`src/rtl/wb_mux_arbiter_if.sv`:
```
// rtl/wb_mux_arbiter_if.sv - requester/resource bundle around the write-back mux arbiter
interface wb_mux_arbiter_if #(
  parameter int DATA_W = 32
);
  logic              req0;
  logic [DATA_W-1:0] data0;
  logic              last0;
  logic              gnt0;
  logic              req1;
  logic [DATA_W-1:0] data1;
  logic              last1;
  logic              gnt1;
  logic              sel;
  logic              out_valid;
  logic [DATA_W-1:0] out_data;
  logic              out_last;
  logic              out_ready;

  // Arbiter side: drives grants, select and the muxed beat
  modport master (
    input  req0, data0, last0, req1, data1, last1, out_ready,
    output gnt0, gnt1, sel, out_valid, out_data, out_last
  );

  // Environment side: requesters plus the downstream resource
  modport slave (
    output req0, data0, last0, req1, data1, last1, out_ready,
    input  gnt0, gnt1, sel, out_valid, out_data, out_last
  );
endinterface

```
`src/rtl/wb_mux_arbiter.sv`:
```
// rtl/wb_mux_arbiter.sv - two-requester round-robin burst arbiter driving the write-back mux select
module wb_mux_arbiter #(
  parameter int DATA_W    = 32,
  parameter int MAX_BURST = 8
) (
  input  logic             clk,
  input  logic             rst,
  wb_mux_arbiter_if.master bus
);
  localparam int CNT_W = $clog2(MAX_BURST) + 1;

  typedef enum logic [1:0] {IDLE, GRANT0, GRANT1} state_t;

  state_t           state;
  logic             sel_q;
  logic             rr_ptr;
  logic [CNT_W-1:0] beat_cnt;

  logic in_grant;
  logic cur;
  logic cur_req;
  logic cur_last;
  logic other_req;
  logic xfer;
  logic release_now;
  logic pick;

  // Decode the granted source, detect transfers and burst release, and pick the next winner from idle
  always_comb begin
    in_grant    = (state == GRANT0) || (state == GRANT1);
    cur         = (state == GRANT1);
    cur_req     = cur ? bus.req1  : bus.req0;
    cur_last    = cur ? bus.last1 : bus.last0;
    other_req   = cur ? bus.req0  : bus.req1;
    xfer        = in_grant && cur_req && bus.out_ready;
    release_now = xfer && (cur_last || (beat_cnt == CNT_W'(MAX_BURST - 1)));
    pick        = (bus.req0 && bus.req1) ? rr_ptr : bus.req1;
  end

  // Present the owner's beat; grants and valid are held low during reset so an in-flight beat is dropped
  always_comb begin
    bus.sel       = sel_q;
    bus.gnt0      = 1'b0;
    bus.gnt1      = 1'b0;
    bus.out_valid = 1'b0;
    bus.out_data  = '0;
    bus.out_last  = 1'b0;
    if (in_grant) begin
      bus.out_valid = cur_req && !rst;
      bus.out_data  = cur ? bus.data1 : bus.data0;
      bus.out_last  = cur_last;
      bus.gnt0      = !cur && xfer && !rst;
      bus.gnt1      = cur && xfer && !rst;
    end
  end

  // Arbitration FSM: grant from idle, count beats, release on last or burst cap, hand over without a bubble
  always_ff @(posedge clk) begin
    if (rst) begin
      state    <= IDLE;
      sel_q    <= 1'b0;
      rr_ptr   <= 1'b0;
      beat_cnt <= '0;
    end else begin
      case (state)
        IDLE: begin
          if (bus.req0 || bus.req1) begin
            state    <= pick ? GRANT1 : GRANT0;
            sel_q    <= pick;
            beat_cnt <= '0;
          end
        end
        GRANT0, GRANT1: begin
          if (release_now) begin
            rr_ptr <= !cur;
            if (other_req) begin
              state    <= cur ? GRANT0 : GRANT1;
              sel_q    <= !cur;
              beat_cnt <= '0;
            end else begin
              state <= IDLE;
            end
          end else if (xfer) begin
            beat_cnt <= beat_cnt + CNT_W'(1);
          end
        end
        default: state <= IDLE;
      endcase
    end
  end
endmodule

```
`src/flat_wrapper.sv`:
```
// flat-port wrapper written by rule: the top's interface ports become plain ports
module wb_mux_arbiter_flat 
#(
  parameter int DATA_W    = 32,
  parameter int MAX_BURST = 8
)
  (clk, rst, bus_req0, bus_data0, bus_last0, bus_req1, bus_data1, bus_last1, bus_out_ready, bus_gnt0, bus_gnt1, bus_sel, bus_out_valid, bus_out_data, bus_out_last);
  wb_mux_arbiter_if #(.DATA_W(DATA_W)) bus_i ();
  input  logic clk;
  input  logic rst;
  input wire logic [$bits(bus_i.req0)-1:0] bus_req0;
  input wire logic [$bits(bus_i.data0)-1:0] bus_data0;
  input wire logic [$bits(bus_i.last0)-1:0] bus_last0;
  input wire logic [$bits(bus_i.req1)-1:0] bus_req1;
  input wire logic [$bits(bus_i.data1)-1:0] bus_data1;
  input wire logic [$bits(bus_i.last1)-1:0] bus_last1;
  input wire logic [$bits(bus_i.out_ready)-1:0] bus_out_ready;
  output wire logic [$bits(bus_i.gnt0)-1:0] bus_gnt0;
  output wire logic [$bits(bus_i.gnt1)-1:0] bus_gnt1;
  output wire logic [$bits(bus_i.sel)-1:0] bus_sel;
  output wire logic [$bits(bus_i.out_valid)-1:0] bus_out_valid;
  output wire logic [$bits(bus_i.out_data)-1:0] bus_out_data;
  output wire logic [$bits(bus_i.out_last)-1:0] bus_out_last;
  assign bus_i.req0 = bus_req0;
  assign bus_i.data0 = bus_data0;
  assign bus_i.last0 = bus_last0;
  assign bus_i.req1 = bus_req1;
  assign bus_i.data1 = bus_data1;
  assign bus_i.last1 = bus_last1;
  assign bus_i.out_ready = bus_out_ready;
  assign bus_gnt0 = bus_i.gnt0;
  assign bus_gnt1 = bus_i.gnt1;
  assign bus_sel = bus_i.sel;
  assign bus_out_valid = bus_i.out_valid;
  assign bus_out_data = bus_i.out_data;
  assign bus_out_last = bus_i.out_last;
  wb_mux_arbiter #(.DATA_W(DATA_W), .MAX_BURST(MAX_BURST)) u_core (.clk(clk), .rst(rst), .bus(bus_i));
endmodule
```
`config.mk`:
```
export PLATFORM = sky130hd
export DESIGN_NAME = wb_mux_arbiter_flat
export DESIGN_NICKNAME = d
export VERILOG_FILES = /design/src/rtl/wb_mux_arbiter_if.sv /design/src/rtl/wb_mux_arbiter.sv /design/src/flat_wrapper.sv
export SDC_FILE = /design/constraint.sdc
export NUM_CORES = 1
export LEC_CHECK = 0
export BUFFER_PORTS_ARGS = -buffer_cell sky130_fd_sc_hd__buf_2
export CORE_AREA = 10 10 71 73
export DETAILED_ROUTE_END_ITERATION = 10
export DIE_AREA = 0 0 81 83
export GPL_ROUTABILITY_DRIVEN = 0
export PLACE_DENSITY = 0.73
export SLEW_MARGIN = 20
export SYNTH_ARGS = -nofsm -noshare
export SYNTH_HDL_FRONTEND = slang
export SYNTH_SLANG_ARGS = --single-unit
```
`constraint.sdc`:
```
create_clock -name clk -period 1.8 [get_ports clk]
set_clock_uncertainty 0.05 [all_clocks]
set_input_delay 0 -clock clk [delete_from_list [all_inputs] [get_ports clk]]
set_output_delay 0 -clock clk [all_outputs]
set_load 0.02 [all_outputs]
```
==> summary.txt, run 1 <==
Post-route clock period utilization -> 96.6%
Critical Path, Cell by Cell -> inv_2, ha_2, mux2i_2, a211o_1, buf_4, nand4b_1, a31oi_1
Global-route wire length before repair -> 7.19 mm
TritonCTS clock tree -> yes
Final wirelength -> 4.56 mm
Most common cell in the netlist -> mux2i_1
Top delay family on crit path -> compound AO/OA/AOI/OAI gates
Count of cells along the worst register-to-register path -> 7
Sum of internal, switching and leakage power -> 2.80 mW
Measured slew at the worst slew-check pin -> 0.308 ns
Critical path capture point type -> register
Instance area after placement -> 1880 µm²
Via-per-instance ratio -> 4.73
Setup-violating endpoint count in the final report -> 0
Type of the tightest min-delay check -> in -> reg
Top-Level Pins -> 108
Core utilization of the finished layout -> 54.4%
Reg-to-reg endpoint -> u_core.beat_cnt[2]
Die height -> 83 µm
Fill cell count -> 356
Fraction of the yosys area taken by sequential cells -> 13.0%
Startpoint type of the worst setup path -> register
Number of enable-type register cells in the synthesized netlist -> 0
Residual overflow from global routing -> 0
Clock Pin Slew Worst Setup and Hold Paths -> 0.04 ns
Ratio of cells with drive above 1 in the final layout -> 52.7%
Critical path fanouts, max -> 5
Power share of the clock group -> 8.0%
Initial cell density of the core -> 33.9%
Die Footprint -> 6720 µm²
Width of the die -> 81 µm
Worst path buffer plus inverter count -> 2
Remaining number of nets flagged by the antenna check after routing -> 0
Logic pwr share -> 83.3%
Reg-to-reg startpoint -> u_core.state[0]
Cells taking the most area after synthesis -> mux2i_1 (30%), nor2b_1 (17%), dfxtp_1 (13%)
Drt first pass iters -> 4
Dpl ws -> 0.0193 ns
Nets in the synthesized netlist -> 223
Final period demand of the worst path -> 1.74 ns
Largest area contributor in the netlist -> mux2i_1
Largest net degree at the start of global routing -> 29
Port buffer count -> 107
Internal power of the cells -> 1.39 mW
Worst hold path stage count -> 2
Post-layout instance count excluding filler cells -> 310
Stage delay of the slowest cell on the critical path -> 0.34 ns
Multi-input gate area in the final layout -> 1050 µm²
Peak clock frequency supported by timing -> 0.575 GHz
1st-iter DRT viols -> 68
Max-slew headroom at the worst pin -> 79.0%
Count of inserted antenna diode cells -> 0
Syn Area/Cell -> 8.38 µm²
Routed via count -> 1467
Total half-perimeter wirelength after legalization and detailed placement -> 3.88 mm
Num Clock Sinks -> 8
Design area -> 1980 µm²
Fin Hold WS -> 0.0776 ns
Kind of critical path -> reg -> reg
Antenna violations before repair -> 0
Critical path depth -> 7
Post-synthesis cell count -> 147
HP Start -> rst
Static power due to leakage -> 0.963 nW
Total global-route track usage -> 12.9%
FF-to-FF setup slack -> 0.06 ns
Sequential cell fraction of total power -> 8.7%
Number of endpoints with negative hold slack in the final report -> 0
Switch share -> 50.4%
Peak supply drop -> 0.557 mV
Buffer levels on the longest clock path -> 2
Share of synthesized registers carrying an async set or reset -> 0%
Data required, critical path -> 1.90 ns
Final net count -> 340
Library cells used by synthesis -> 36
Detailed-route DRC error count -> 0
Post-route worst setup slack -> 0.0619 ns
Slowest cell on the critical path -> mux2i_2
Result of the run -> finished, final reports clean
Total net switching power -> 1.41 mW
Setup TNS -> 0 ns
Site Rows -> 22
Sequential standard cell area -> 165 µm²
Post-detailed-route wirelength per cell -> 14.7 µm
Post-synthesis to final-layout area growth -> 60.3%
Standard cell core area -> 3630 µm²
Origin of the worst setup path -> u_core.state[0]
Cells after DPL -> 305
Via count of the first global-routing pass -> 1459
Signal arrival time at the worst endpoint -> 1.84 ns
H-tree level count -> 1
TritonCTS buffer count -> 3
Cell Area, Synth -> 1230 µm²
Worst Hold Path EP -> u_core.rr_ptr
Hold bufs inserted after CTS -> 0
Yosys Warn Count -> 0
Max-capacitance violation count -> 0
Worst-Skew Late Latency -> 0.23 ns
Total of flip-flops plus latches after synthesis -> 8
Most instantiated flip-flop cell in the synthesis netlist -> dfxtp_1
Commonest cells in the synthesized netlist -> mux2i_1 (37), nor2b_1 (34), dfxtp_1 (8)
Yosys top cell area share -> 30.1%
Root cell of the clock tree -> clkbuf_8
P per Cell Area -> 1420 nW/µm²
Max-slew violation count -> 0
-- cell type report --
cell class / count / area share, %
inverter: 3 / 0.570
sequential: 8 / 8.36
clock buffer: 3 / 2.09
tap: 48 / 3.04
timing repair buffer: 121 / 32.7
multi-input combinational: 127 / 53.2
-- power by group through the flow --
| stage | Clock (mW) | Sequential [mW] | Combinational, mW |
|---|---|---|---|
| floorplan | 0 | 0.250 | 1.56 |
| global placement | 0 | 0.236 | 2.26 |
| detailed placement | 0 | 0.238 | 2.27 |
| CTS | 0.225 | 0.235 | 2.32 |
| global route | 0.233 | 0.251 | 2.54 |
| finish | 0.223 | 0.243 | 2.33 |
-- metal layers --
layer | track usage [%] | vias to the layer above | wire length [µm]
met3 | 4.09 | 4 | 462
met2 | 22.4 | 62 | 2250
met4 | 3.29 | 0 | 42
met1 | 14.4 | 647 | 1810
met5 | 0 | - | 0
li1 | - | 754 | -
-- repair_timing --
action | 4_1_cts | 5_1_grt
hold endpoints to repair | 0 | 0
setup endpoints to repair | 2 | 32
buffers inserted | 0 | 2
resized for setup | 2 | 9
pin swaps | 0 | 2
-- how the worst max path moves through the flow --
stage / endpoint / slack (ns)
floorplan: bus_gnt1 / 0.04
global placement: u_core.state[0] / 0.09
detailed placement: u_core.state[0] / 0.02
CTS: u_core.beat_cnt[2] / -0.03
global route: u_core.beat_cnt[2] / -0.02
finish: u_core.beat_cnt[2] / 0.06
-- layout by cell type, fill, tap and decap left out, drive strengths merged, types with 2 or more instances in the layout --
cell / count
clkbuf: 3
nor2b: 34
a211o: 2
nand2b: 7
a21oi: 4
ha: 5
nand4b: 2
nand2: 3
nor3b: 2
nand3b: 2
nor2: 4
and2: 2
inv: 3
dfxtp: 8
o21ai: 4
buf: 121
o2111ai: 2
mux2i: 38
a211oi: 2
nor3: 2
-- cell families (layout without fill, tap and decap cells) --
logic type | after synthesis | count (layout) | synth area share, %
buf+inv | 12 | 127 | 4.57
simple gates | 63 | 63 | 33.0
fa+ha+maj | 5 | 5 | 5.08
mux | 39 | 39 | 32.4
compound gates | 20 | 20 | 12.0
flops | 8 | 8 | 13.0
-- registers in the layout (all words and copies together), names as in the netlist --
signal / count
u_core.beat_cnt: 4
u_core.state: 2
u_core.bus.sel: 1
u_core.rr_ptr: 1
Note: power is estimated with default switching activity, not from simulation.
==> run 2: changes to the inputs <==
--- a/config.mk
+++ b/config.mk
@@ -6,10 +6,10 @@
 export NUM_CORES = 1
 export LEC_CHECK = 0
-export BUFFER_PORTS_ARGS = -buffer_cell sky130_fd_sc_hd__buf_2
-export CORE_AREA = 10 10 71 73
+export CORE_AREA = 10 10 64 66
 export DETAILED_ROUTE_END_ITERATION = 10
-export DIE_AREA = 0 0 81 83
+export DIE_AREA = 0 0 74 76
+export DONT_BUFFER_PORTS = 1
 export GPL_ROUTABILITY_DRIVEN = 0
-export PLACE_DENSITY = 0.73
+export PLACE_DENSITY = 0.55
 export SLEW_MARGIN = 20
 export SYNTH_ARGS = -nofsm -noshare
==> constraint.sdc (replaced) <==
create_clock -name clk -period 2 [get_ports clk]
set_clock_uncertainty 0.05 [all_clocks]
set_input_delay 0.2 -clock clk [delete_from_list [all_inputs] [get_ports clk]]
set_output_delay 0.2 -clock clk [all_outputs]
set_load 0.02 [all_outputs]
==> summary.txt, run 2 (same netlist as run 1, synthesis figures left out) <==
Result of the run -> finished, final reports clean
Final wirelength -> 4.53 mm (-0.70%)
Site Rows -> 20 (-9.1%)
RSZ-0062 raised after global routing -> true
Sequential cell fraction of total power -> 9.8% (+1.1 points)
Top reg by flops -> u_core.beat_cnt
Reg-to-reg startpoint -> u_core.state[1]
Fin Hold WS -> 0.0630 ns (-0.0147 ns)
Width of the die -> 74 µm (-8.6%)
Power share of the clock group -> 5.3% (-2.7 points)
Internal power of the cells -> 1.27 mW (-8.6%)
Antenna violations before repair -> 0 (unchanged)
Root cell of the clock tree -> clkbuf_4
Die Footprint -> 5620 µm² (-16%)
Post-CTS Setup Bufs -> 0 (unchanged)
Final net count -> 259 (-24%)
Static power due to leakage -> 0.640 nW (-34%)
Peak clock frequency supported by timing -> 0.518 GHz
Number of endpoints with negative hold slack in the final report -> 0 (unchanged)
Multi-input gate area in the final layout -> 1080 µm² (+2.5%)
Peak supply drop -> 1.06 mV (+90%)
Post-detailed-route wirelength per cell -> 21.2 µm (+44%)
Top flop regs -> u_core.beat_cnt: 4 flops, u_core.state: 2 flops
H-tree level count -> 1 (unchanged)
Startpoint type of the worst setup path -> register
Worst-Skew Late Latency -> 0.27 ns (+0.04 ns)
Drt first pass iters -> 5 (+1)
Measured slew at the worst slew-check pin -> 0.568 ns (+0.259 ns)
FF-to-FF setup slack -> 0.17 ns (+0.11 ns)
Count of cells along the worst register-to-register path -> 6 (-1)
TritonCTS buffer count -> 3 (unchanged)
Highest-count cells in the layout ignoring fill and taps -> mux2i_1 (37), buf_4 (37), nor2b_1 (34)
Largest net degree at the start of global routing -> 25 (-14%)
Total net switching power -> 1.29 mW (-8.5%)
TritonCTS clock tree -> yes
Dpl ws -> 0.132 ns (+0.112 ns)
Total global-route track usage -> 15.2% (+2.3 points)
Max-slew violation count -> 0 (unchanged)
Routed via count -> 1227 (-16%)
Port buffer count -> 0 (-100%)
HP Start -> rst
Die height -> 76 µm (-8.4%)
Initial cell density of the core -> 42.1% (+8.2 points)
Via-per-instance ratio -> 5.73 (+21%)
Max FFs per register -> 4 (unchanged)
Clock Pin Slew Worst Setup and Hold Paths -> 0.06 ns (+0.02 ns)
Critical path fanouts, max -> 5 (unchanged)
Max-slew headroom at the worst pin -> 62.1% (-17 points)
Logic pwr share -> 84.9% (+1.6 points)
Origin of the worst setup path -> u_core.state[0]
Setup-violating endpoint count in the final report -> 0 (unchanged)
Worst hold path stage count -> 2 (unchanged)
Count of inserted antenna diode cells -> 0 (unchanged)
Final period demand of the worst path -> 1.93 ns
P per Cell Area -> 1560 nW/µm² (+10%)
Type of the tightest min-delay check -> in -> reg
Switch share -> 50.4% (about the same)
Standard cell core area -> 2930 µm² (-19%)
Post-route clock period utilization -> 96.6%
Residual overflow from global routing -> 0 (unchanged)
Global-route wire length before repair -> 6.88 mm (-4.3%)
Data required, critical path -> 1.75 ns (-0.15 ns)
Kind of critical path -> reg -> out
Total half-perimeter wirelength after legalization and detailed placement -> 3.83 mm (-1.4%)
Sequential standard cell area -> 168 µm² (+1.5%)
1st-iter DRT viols -> 61 (-10%)
Post-synthesis to final-layout area growth -> 32.8%
Ratio of cells with drive above 1 in the final layout -> 31.5% (-21 points)
Num Clock Sinks -> 8 (unchanged)
Critical path capture point type -> output port
Signal arrival time at the worst endpoint -> 1.68 ns (-0.16 ns)
Top-Level Pins -> 108 (unchanged)
Max-capacitance violation count -> 0 (unchanged)
Via count of the first global-routing pass -> 1342 (-8.0%)
Fill cell count -> 257 (-28%)
Buffer levels on the longest clock path -> 2 (unchanged)
Detailed-route DRC error count -> 0 (unchanged)
Remaining number of nets flagged by the antenna check after routing -> 0 (unchanged)
Post-route worst setup slack -> 0.0688 ns (+0.00692 ns)
==> run 2: cell count changes in the layout (fill, tap and decap cells not counted), sizes merged <==
cell,change
buf,-82
dlygate4sd3,+1
==> run 2: power groups by stage <==
stage	registers, mW	clock network [mW]	logic [mW]
5_1_grt	0.256	0.152	2.31
3_3_place_gp	0.230	0	2.03
3_5_place_dp	0.233	0	2.07
6_report	0.250	0.135	2.17
2_1_floorplan	0.225	0	1.40
4_1_cts	0.243	0.140	2.16
==> run 2: final timing paths <==
path	to
max	bus_gnt0
min reg2reg	u_core.beat_cnt[3]
max reg2reg	u_core.beat_cnt[3]
min	u_core.beat_cnt[0]
==> run 2: per-stage QoR <==
step	cell area [µm²]	setup TNS (ns)	std cells	utilization [%]	power, mW
finish	1640	0	214	55.9	2.56
floorplan	1230	0	147	-	1.62
global route	1640	-0.0245	214	55.9	2.72
detailed placement	1520	0	210	52.1	2.30
CTS	1620	0	214	55.3	2.55
global placement	1520	0	210	52.1	2.27
==> run 2: routing by layer <==
| metal | GRT usage, % | part of all wire [%] | vias to the layer above |
|---|---|---|---|
| li1 | - | - | 589 |
| met4 | 6.72 | 2.9 | 0 |
| met2 | 26.0 | 51 | 73 |
| met5 | 0 | 0 | - |
| met1 | 14.4 | 35 | 554 |
| met3 | 7.81 | 11 | 11 |
==> run 2: critical path, cell delays in order (launching register included) <==
cell	delay, ns
dfxtp_4	0.36
inv_4	0.06
ha_4	0.18
mux2i_4	0.21
or2_4	0.29
nor3_1	0.14
buf_4	0.17
==> run 2: repair_timing <==
item	CTS	global route
setup endpoints to repair	20	8
gates resized for setup	13	5
hold endpoints to repair	3	0
hold buffers	1	0
==> run 2: final cells by class <==
class                           instances  share of cell area (%)
Clock buffer                            3                    1.38
Inverter                                3                   0.841
Multi-Input combinational cell        127                    65.8
Sequential cell                         8                    10.2
Tap cell                               33                    2.52
Timing Repair Buffer                   40                    19.2
==> run 3: changes to the inputs <==
- ABC_AREA: default -> 1
- CAP_MARGIN: default -> 20
- CORE_AREA: 10 10 64 66 -> 10 10 62 64
- DIE_AREA: 0 0 74 76 -> 0 0 72 74
- PLACE_DENSITY: 0.55 -> 0.54
==> summary.txt, run 3 <==
Result of the run -> finished, final reports clean
Dpl ws -> 0.161 ns (+0.0299 ns)
Post-route clock period utilization -> 93.9% (-2.7 points)
TritonCTS clock tree -> yes
Standard cell core area -> 2660 µm² (-9.1%)
Peak clock frequency supported by timing -> 0.533 GHz (+2.9%)
Sequential standard cell area -> 163 µm² (-3.0%)
Power share of the clock group -> 3.2% (-2.1 points)
Most common cell in the netlist -> nand2_1
Sequential cell fraction of total power -> 8.6% (-1.2 points)
Final net count -> 327 (+26%)
Die height -> 74 µm (-2.6%)
Post-synthesis cell count -> 214 (+46%)
Residual overflow from global routing -> 0 (unchanged)
Worst-Skew Late Latency -> 0.25 ns (-0.02 ns)
Number of endpoints with negative hold slack in the final report -> 0 (unchanged)
Final period demand of the worst path -> 1.88 ns (-0.0539 ns)
Critical path fanouts, max -> 18 (+13)
Sum of internal, switching and leakage power -> 3.58 mW (+40%)
Highest-count cells in the layout ignoring fill and taps -> nand2_1 (86), buf_4 (38), a21oi_1 (37)
Top-Level Pins -> 108 (unchanged)
Switch share -> 56.8% (+6.4 points)
Post-route worst setup slack -> 0.123 ns (+0.0539 ns)
Signal arrival time at the worst endpoint -> 1.63 ns (-0.05 ns)
Remaining number of nets flagged by the antenna check after routing -> 0 (unchanged)
Share of synthesized registers carrying an async set or reset -> 0% (unchanged)
Critical path capture point type -> output port
Total half-perimeter wirelength after legalization and detailed placement -> 3.83 mm (+0.15%)
P per Cell Area -> 2330 nW/µm² (+49%)
Nets in the synthesized netlist -> 290 (+30%)
Yosys top cell area share -> 28.9% (-1.2 points)
Fraction of the yosys area taken by sequential cells -> 14.2% (+1.2 points)
Ratio of cells with drive above 1 in the final layout -> 26.5% (-5.0 points)
Drt first pass iters -> 4 (-1)
Data required, critical path -> 1.75 ns (about the same)
TritonCTS buffer count -> 3 (unchanged)
Total global-route track usage -> 14.9% (-0.28 points)
Post-synthesis to final-layout area growth -> 36.0%
Top flop regs -> u_core.beat_cnt: 4 flops, u_core.state: 2 flops
Antenna violations before repair -> 0 (unchanged)
Num Clock Sinks -> 8 (unchanged)
Clock Pin Slew Worst Setup and Hold Paths -> 0.05 ns (about the same)
Cells taking the most area after synthesis -> nand2_1 (29%), a21oi_1 (17%), dfxtp_1 (14%)
Stage delay of the slowest cell on the critical path -> 0.35 ns (about the same)
Syn Area/Cell -> 5.29 µm² (-37%)
Max FFs per register -> 4 (unchanged)
Detailed-route DRC error count -> 0 (unchanged)
Multi-input gate area in the final layout -> 868 µm² (-19%)
Type of the tightest min-delay check -> in -> reg
Peak supply drop -> 1.47 mV (+39%)
Fill cell count -> 272 (+5.8%)
Width of the die -> 72 µm (-2.7%)
1st-iter DRT viols -> 67 (+9.8%)
Logic pwr share -> 88.1% (+3.2 points)
Library cells used by synthesis -> 22 (-39%)
Top reg by flops -> u_core.beat_cnt
Via-per-instance ratio -> 5.31 (-7.3%)
Internal power of the cells -> 1.55 mW (+22%)
Cell Area, Synth -> 1130 µm² (-8.2%)
Max-slew headroom at the worst pin -> 76.0% (+14 points)
Slowest cell on the critical path -> dfxtp_2
Root cell of the clock tree -> clkbuf_4
Fin Hold WS -> 0.105 ns (+0.0421 ns)
Setup TNS -> 0 ns (unchanged)
Initial cell density of the core -> 42.5% (+0.39 points)
Routed via count -> 1488 (+21%)
Global-route wire length before repair -> 6.67 mm (-3.0%)
Measured slew at the worst slew-check pin -> 0.356 ns (-0.212 ns)
Commonest cells in the synthesized netlist -> nand2_1 (87), a21oi_1 (38), inv_1 (15)
Largest net degree at the start of global routing -> 38 (+52%)
Max-capacitance violation count -> 0 (unchanged)
Port buffer count -> 0 (unchanged)
Setup-violating endpoint count in the final report -> 0 (unchanged)
RSZ-0062 raised after global routing -> false
Total of flip-flops plus latches after synthesis -> 8 (unchanged)
Final wirelength -> 4.53 mm (about the same)
H-tree level count -> 1 (unchanged)
Critical Path, Cell by Cell -> inv_1, ha_4, inv_2, buf_12, a21oi_1, buf_4
Yosys Warn Count -> 0 (unchanged)
Kind of critical path -> reg -> out
Number of enable-type register cells in the synthesized netlist -> 0 (unchanged)
Buffer levels on the longest clock path -> 2 (unchanged)
Static power due to leakage -> 0.794 nW (+24%)
Count of inserted antenna diode cells -> 0 (unchanged)
Post-detailed-route wirelength per cell -> 16.2 µm (-24%)
Total net switching power -> 2.03 mW (+58%)
Via count of the first global-routing pass -> 1403 (+4.5%)
Site Rows -> 19 (-5.0%)
Most instantiated flip-flop cell in the synthesis netlist -> dfxtp_1
Most frequent standard cell in the layout excluding fill and tap cells -> nand2_1
Die Footprint -> 5330 µm² (-5.3%)
Max-slew violation count -> 0 (unchanged)
Startpoint type of the worst setup path -> register
Largest area contributor in the netlist -> nand2_1
[run 3: cell count changes in the layout (fill, tap and decap cells not counted), moves of 4 or more]
cell,before,now
nand2_1,2,86
nor2b_1,34,0
mux2i_1,37,0
nand3_1,1,11
a21oi_1,3,37
nand2b_1,7,0
nor2_1,4,14
inv_1,2,14
nand2_2,0,5
inv_2,0,4
[run 3: per-stage QoR]
stage	instances	cell area (µm²)	util (%)
4_1_cts	279	1510	56.7
5_1_grt	280	1540	57.8
3_5_place_dp	275	1450	54.5
3_3_place_gp	275	1450	54.5
6_report	280	1540	57.8
2_1_floorplan	214	1130	-
[run 3: power groups by stage]
stage               combinational (mW)  sequential (mW)  clock (mW)
finish                            3.16            0.309       0.115
detailed placement                3.03            0.304           0
CTS                               3.11            0.304       0.123
global route                      3.45            0.319       0.128
floorplan                         1.99            0.289           0
global placement                  2.96            0.299           0
[run 3: layout make-up]
cell class	count	share of cell area, %
Clock buffer	3	1.46
Inverter	19	5.70
Multi-Input combinational cell	176	56.5
Sequential cell	8	10.6
Tap cell	31	2.52
Timing Repair Buffer	43	23.3
[run 3: worst paths after layout]
kind / from / endpoint / slack, ns / cells past startpoint
setup / recovery: u_core.state[1] / bus_out_data[2] / 0.12 / 6
hold / removal: bus_out_ready / u_core.rr_ptr / 0.11 / 2
setup reg to reg: u_core.state[0] / u_core.beat_cnt[0] / 0.30 / 10
hold reg to reg: u_core.rr_ptr / u_core.rr_ptr / 0.40 / 2
[run 3: cell families after synthesis]
logic type	share of synthesized area (%)
AND/OR/NAND/NOR	47.0
XOR/XNOR	1.55
AO/OA/AOI/OAI	20.6
adder cells (fa/ha/maj)	5.53
flip-flops	14.2
buffers and inverters	11.2
[run 3: critical path, delay by kind of cell (launching register included)]
kind	cells	cell delay, ns
AOI/OAI and AO/OA	1	0.14
adders and majority gates	1	0.32
buffers and inverters	4	0.57
DFF	1	0.35
[run 3: per-layer routing]
| layer | global-route usage [%] | up-vias | part of all wire, % |
|---|---|---|---|
| met2 | 28.6 | 68 | 54 |
| met5 | 0 | - | 0 |
| met1 | 14.2 | 663 | 34 |
| met3 | 5.85 | 6 | 11 |
| met4 | 4.95 | 0 | 1.1 |
| li1 | - | 751 | - |
[run 3: what timing repair did]
item	in CTS	in global routing
endpoints found under the setup margin	29	24
resized for setup	7	8
hold buffers	1	0
pin swaps	0	1
endpoints found under the hold margin	1	0
buffers inserted	0	1
